===== config.mk =====
export PLATFORM = sky130hd
export DESIGN_NAME = shiftrow_fwd_pipe
export DESIGN_NICKNAME = d
export VERILOG_FILES = /design/src/rtl/shiftrow_fwd_pipe.sv
export SDC_FILE = /design/constraint.sdc
export NUM_CORES = 1
export LEC_CHECK = 0
export ABC_AREA = 0
export CORE_MARGIN = 1
export CORE_UTILIZATION = 56
export CTS_CLUSTER_DIAMETER = 60
export DETAILED_ROUTE_END_ITERATION = 16
export GPL_TIMING_DRIVEN = 0
export HOLD_SLACK_MARGIN = 0.08
export PLACE_DENSITY = 0.86
export SYNTH_ARGS = -nofsm -noshare
export SYNTH_HDL_FRONTEND = slang
export SYNTH_HIERARCHICAL = 1
export SYNTH_SLANG_ARGS = --single-unit

===== constraint.sdc =====
create_clock -name clk -period 20.9 [get_ports clk]
set_input_delay 2.09 -clock clk [delete_from_list [all_inputs] [get_ports clk]]
set_output_delay 2.09 -clock clk [all_outputs]
set_load 0.1 [all_outputs]

===== src/rtl/shiftrow_fwd_pipe.sv =====
// Forward (encryption) AES ShiftRows for Nb=4 and Nb=8 states, with the
// shifted state buffered in a small valid/ready output FIFO.

// One state row: byte rotate-left by the row's offset, computed for both widths.
module shiftrow_row #(
  parameter int ROW = 0
) (
  input  logic [31:0] s32,
  input  logic [63:0] s64,
  output logic [31:0] r32,
  output logic [63:0] r64
);
  // Offsets in bytes; ROW 3 is the top (unshifted) row.
  localparam int R4 = 3 - ROW;
  localparam int R8 = (ROW == 0) ? 4 : (ROW == 1) ? 3 : (ROW == 2) ? 1 : 0;

  logic [63:0]  dbl32;
  logic [127:0] dbl64;

  assign dbl32 = {s32, s32};
  assign dbl64 = {s64, s64};
  assign r32   = dbl32[63-8*R4 -: 32];
  assign r64   = dbl64[127-8*R8 -: 64];
endmodule

module shiftrow_fwd_pipe #(
  parameter int DEPTH = 2
) (
  input  logic                       clk,
  input  logic                       rst_n,
  input  logic                       in_valid,
  output logic                       in_ready,
  input  logic                       in_mode,
  input  logic [255:0]               in_data,
  output logic                       out_valid,
  input  logic                       out_ready,
  output logic                       out_mode,
  output logic [255:0]               out_data,
  output logic [$clog2(DEPTH):0]     occupancy
);
  localparam int AW = $clog2(DEPTH);
  localparam int CW = AW + 1;

  typedef struct packed {
    logic         mode;
    logic [255:0] data;
  } entry_t;

  logic [3:0][31:0] rot128;
  logic [3:0][63:0] rot256;
  entry_t           wr_entry;
  entry_t           mem [DEPTH];
  logic [AW-1:0]    wr_ptr, rd_ptr;
  logic             push, pop;

  for (genvar r = 0; r < 4; r++) begin : g_row
    shiftrow_row #(.ROW(r)) u_row (
      .s32 (in_data[32*r +: 32]),
      .s64 (in_data[64*r +: 64]),
      .r32 (rot128[r]),
      .r64 (rot256[r])
    );
  end

  // Transform happens before the FIFO so the head entry is ready to drive out.
  assign wr_entry.mode = in_mode;
  assign wr_entry.data = in_mode ? rot256 : {128'b0, rot128};

  assign in_ready  = (occupancy < CW'(DEPTH));
  assign out_valid = (occupancy != '0);
  assign push      = in_valid & in_ready;
  assign pop       = out_valid & out_ready;

  // Gate by out_valid so an empty FIFO never exposes a stale entry.
  assign out_data  = out_valid ? mem[rd_ptr].data : '0;
  assign out_mode  = out_valid ? mem[rd_ptr].mode : 1'b0;

  always_ff @(posedge clk or negedge rst_n) begin
    if (!rst_n) begin
      wr_ptr    <= '0;
      rd_ptr    <= '0;
      occupancy <= '0;
    end else begin
      if (push) wr_ptr <= wr_ptr + AW'(1);
      if (pop)  rd_ptr <= rd_ptr + AW'(1);
      if (push && !pop)      occupancy <= occupancy + CW'(1);
      else if (pop && !push) occupancy <= occupancy - CW'(1);
    end
  end

  always_ff @(posedge clk) begin
    if (push) mem[wr_ptr] <= wr_entry;
  end
endmodule


==> impl_results.md <==
- Routed WL per cell: 21.8 microns
- Nature of the critical path startpoint: register
- Initial DRC count: 860
- Met2 GRT Util: 0.446
- Main combinational cell family by area after synthesis: multiplexers
- DR vias: around 14000
- Gr usage total: 0.255
- Arrival @ worst endpoint: approximately 3.2 ns
- Multi-input combinational cell area: between 5000 and 6000 sq um
- Synth Area in Adders: 0.000498
- Post-CTS setup buffer count: 0
- Sequential share of the synthesized area: 0.618
- Hold_ws: approximately 0.56 ns
- First-pass GRT wire length: about 88000 microns
- CTS buffer count: 53
- Row cnt: slightly below 80
- Via density per instance: between 5 and 6
- Initial antenna violation count: 7
- Synth Area in Compound Gates: 0
- Routability Congestion: around 0.94
- Top Usage Layer GRT: met2
- Maxcap violations: 0
- Cell taking the most area after synthesis: edfxtp_1
- Register area: roughly 16000 sq um
- Worst setup EP type: primary output
- Clock sink total: about 520
- Worst Hold Endpoint: occupancy[0]$_DFFE_PN0P_
- FF-to-FF Start: occupancy[1]$_DFFE_PN0P_
- Overflow after GRT: 0
- Post-cts sizing count: 0
- Die width: around 210 microns
- Slew Limit Fails: 0
- HPWL Detailed: between 40000 and 50000 microns
- GR Util met1: 0.274
- CP max FO: 10
- Largest net degree at the start of global routing: 69
- # hold bufs at CTS: 0
- GR Util met3: 0.0901
- Final net count: around 2400
- #FFs+latches synth: 518
- CTS Buffer Depth: 3
- Syn Inst Count: about 1800
- R2R setup slack: ~18 ns
- Worst clock skew: between 0.01 and 0.015 ns
- Initial core utilization: 0.569
- Minimum clock period: ~5.2 ns
- WL final: just under 60000 microns
- R2R cell count: 6
- Outcome: finished clean
- Drt pass-1 iters: 4
- Share of cells above drive strength 1: 0.314
- Worst hold start: occupancy[0]$_DFFE_PN0P_
- Synth-to-Final Area Change: 21.6%
- R2r endpoint: mem[0][213]$_DFFE_PP_
- H-tree depth: 2
- Clk root buf: clkbuf_16
- Hold Path Depth: 1
- Syn Std Cell Area: roughly 25000 sq um
- Cell variety after synth: 19
- Maximum clock frequency: between 0.15 and 0.2 GHz
- Hold Path Class: register to register
- Vias in the first global route: 15250
- Clk Latency, worst-skew pair: about 0.6 ns
- Hold Fails Final Rpt: 0
- Slew margin rel.: 0.271
- Slew @ Worst Pin: about 1.1 ns
- Die Span Y: approximately 210 microns
- Clock transition at path regs: roughly 0.060 ns
- Avg Inst Size Synth: about 14 sq um
- Residual DRC count: 0
- Top cell type's share of synthesized area: 0.614
- # port buffers: ~270
- Die area: 45800 sq um
- Syn_nets: slightly above 2000
- Final period util: 0.251
- Post-Synth Simple-Gate Area: 0.0715
- CTS tree: built
- Xor and xnor area share after synthesis: 0.00174
- Synth warn: 6
- Setup violators final: 0
- Req. time, crit path: between 15 and 20 ns
- Crit path kind: register to primary output
- Top post-synthesis cells by area: edfxtp_1 61%, buf_4 12%, mux2i_1 10%
- Antenna-violating nets left: 0
- Mux share of post-synthesis cell area: 0.160
- Unrepaired setup endpoints after global routing: false
- Number of fill cells in the layout: roughly 2900
- I/O pins: between 500 and 600
- Core area: ~44000 sq um
- Util after Layout: 0.691
## sequential cells by signal, indices dropped and copies added, names as in the netlist
signal and count:
mem 514, wr_ptr 1, occupancy 2, rd_ptr 1
## per-layer routing
metal  part of all wire  wire [microns]
met5            0.00057              34
met4              0.047            2830
met3              0.091            5420
met2               0.51           30100
met1               0.36           21200
## final cells by class
type | count | area share
Antenna cell | 3 | 0.000246
Buffer | 469 | 0.122
Clock buffer | 65 | 0.0462
Clock inverter | 29 | 0.00847
Inverter | 2 | 0.000246
Multi-Input combinational cell | 782 | 0.192
Sequential cell | 518 | 0.508
Tap cell | 592 | 0.0242
Timing Repair Buffer | 279 | 0.0979
## synthesized netlist by cell type
master	instances
nor2b_1	2
buf_6	12
buf_12	22
buf_2	26
buf_8	2
dfrtp_1	4
mux2i_1	257
xor2_1	2
nor2_2	1
and2_1	129
clkbuf_1	14
edfxtp_1	514
mux2_2	128
xnor2_1	3
inv_1	2
buf_4	393
nor2_1	258
ha_1	1
nand2_1	1
## worst max-delay path, cell delays in order, from the launching register on
cell and delay, ns:
dfrtp_1 0.43, nor2_2 0.30, buf_2 0.39, buf_2 0.34, nor2_1 0.09, clkdlybuf4s50_1 1.00
## per-stage QoR
stage	cell area, sq um	cells	setup WS (ns)	TNS (ns)
after floorplan	25100	1771	6.36	0
after global placement	28500	2628	-0.224	-51.84
after detailed placement	28900	2642	16.10	0
after CTS	30600	2736	15.54	0
after global routing	30600	2739	15.46	0
final	30600	2739	15.65	0
## cell usage in the layout, fill, tap and decap left out
master / n
buf_6: 12
mux2_2: 128
clkinv_2: 9
mux2i_1: 257
clkdlybuf4s50_1: 265
ha_1: 1
and2_1: 128
inv_8: 1
inv_1: 2
buf_8: 2
inv_6: 2
buf_16: 8
clkbuf_1: 24
nor2b_4: 1
buf_2: 26
clkinv_1: 11
buf_12: 28
dfrtp_1: 4
nor2_1: 258
nand2_1: 1
clkbuf_16: 55
and2_4: 1
xor2_1: 2
clkinvlp_4: 1
bufinv_16: 4
diode_2: 3
nor2_2: 1
edfxtp_1: 514
buf_4: 393
xnor2_1: 3
clkinv_8: 1
nor2b_1: 1
## worst max-delay path by stage
stage               slack [ns]                startpoint  cells past startpoint                    to
global placement         -0.22                  in_valid                      3  mem[0][82]$_DFFE_PP_
floorplan                 6.36                  in_valid                      2   mem[0][0]$_DFFE_PP_
CTS                      15.54  occupancy[0]$_DFFE_PN0P_                      5         out_data[131]
finish                   15.65  occupancy[0]$_DFFE_PN0P_                      5         out_data[131]
detailed placement       16.10                  in_valid                      7  mem[0][83]$_DFFE_PP_
global route             15.46  occupancy[0]$_DFFE_PN0P_                      5         out_data[134]
## cells by family after synthesis
kind of cell	Yosys count
buffers and inverters	471
XOR/XNOR	5
AND/OR/NAND/NOR	391
multiplexers	385
flip-flops	518
adder cells (fa/ha/maj)	1
Power is not shown: default switching activity piles up to over one toggle a cycle in this logic, so the estimate is an artifact.
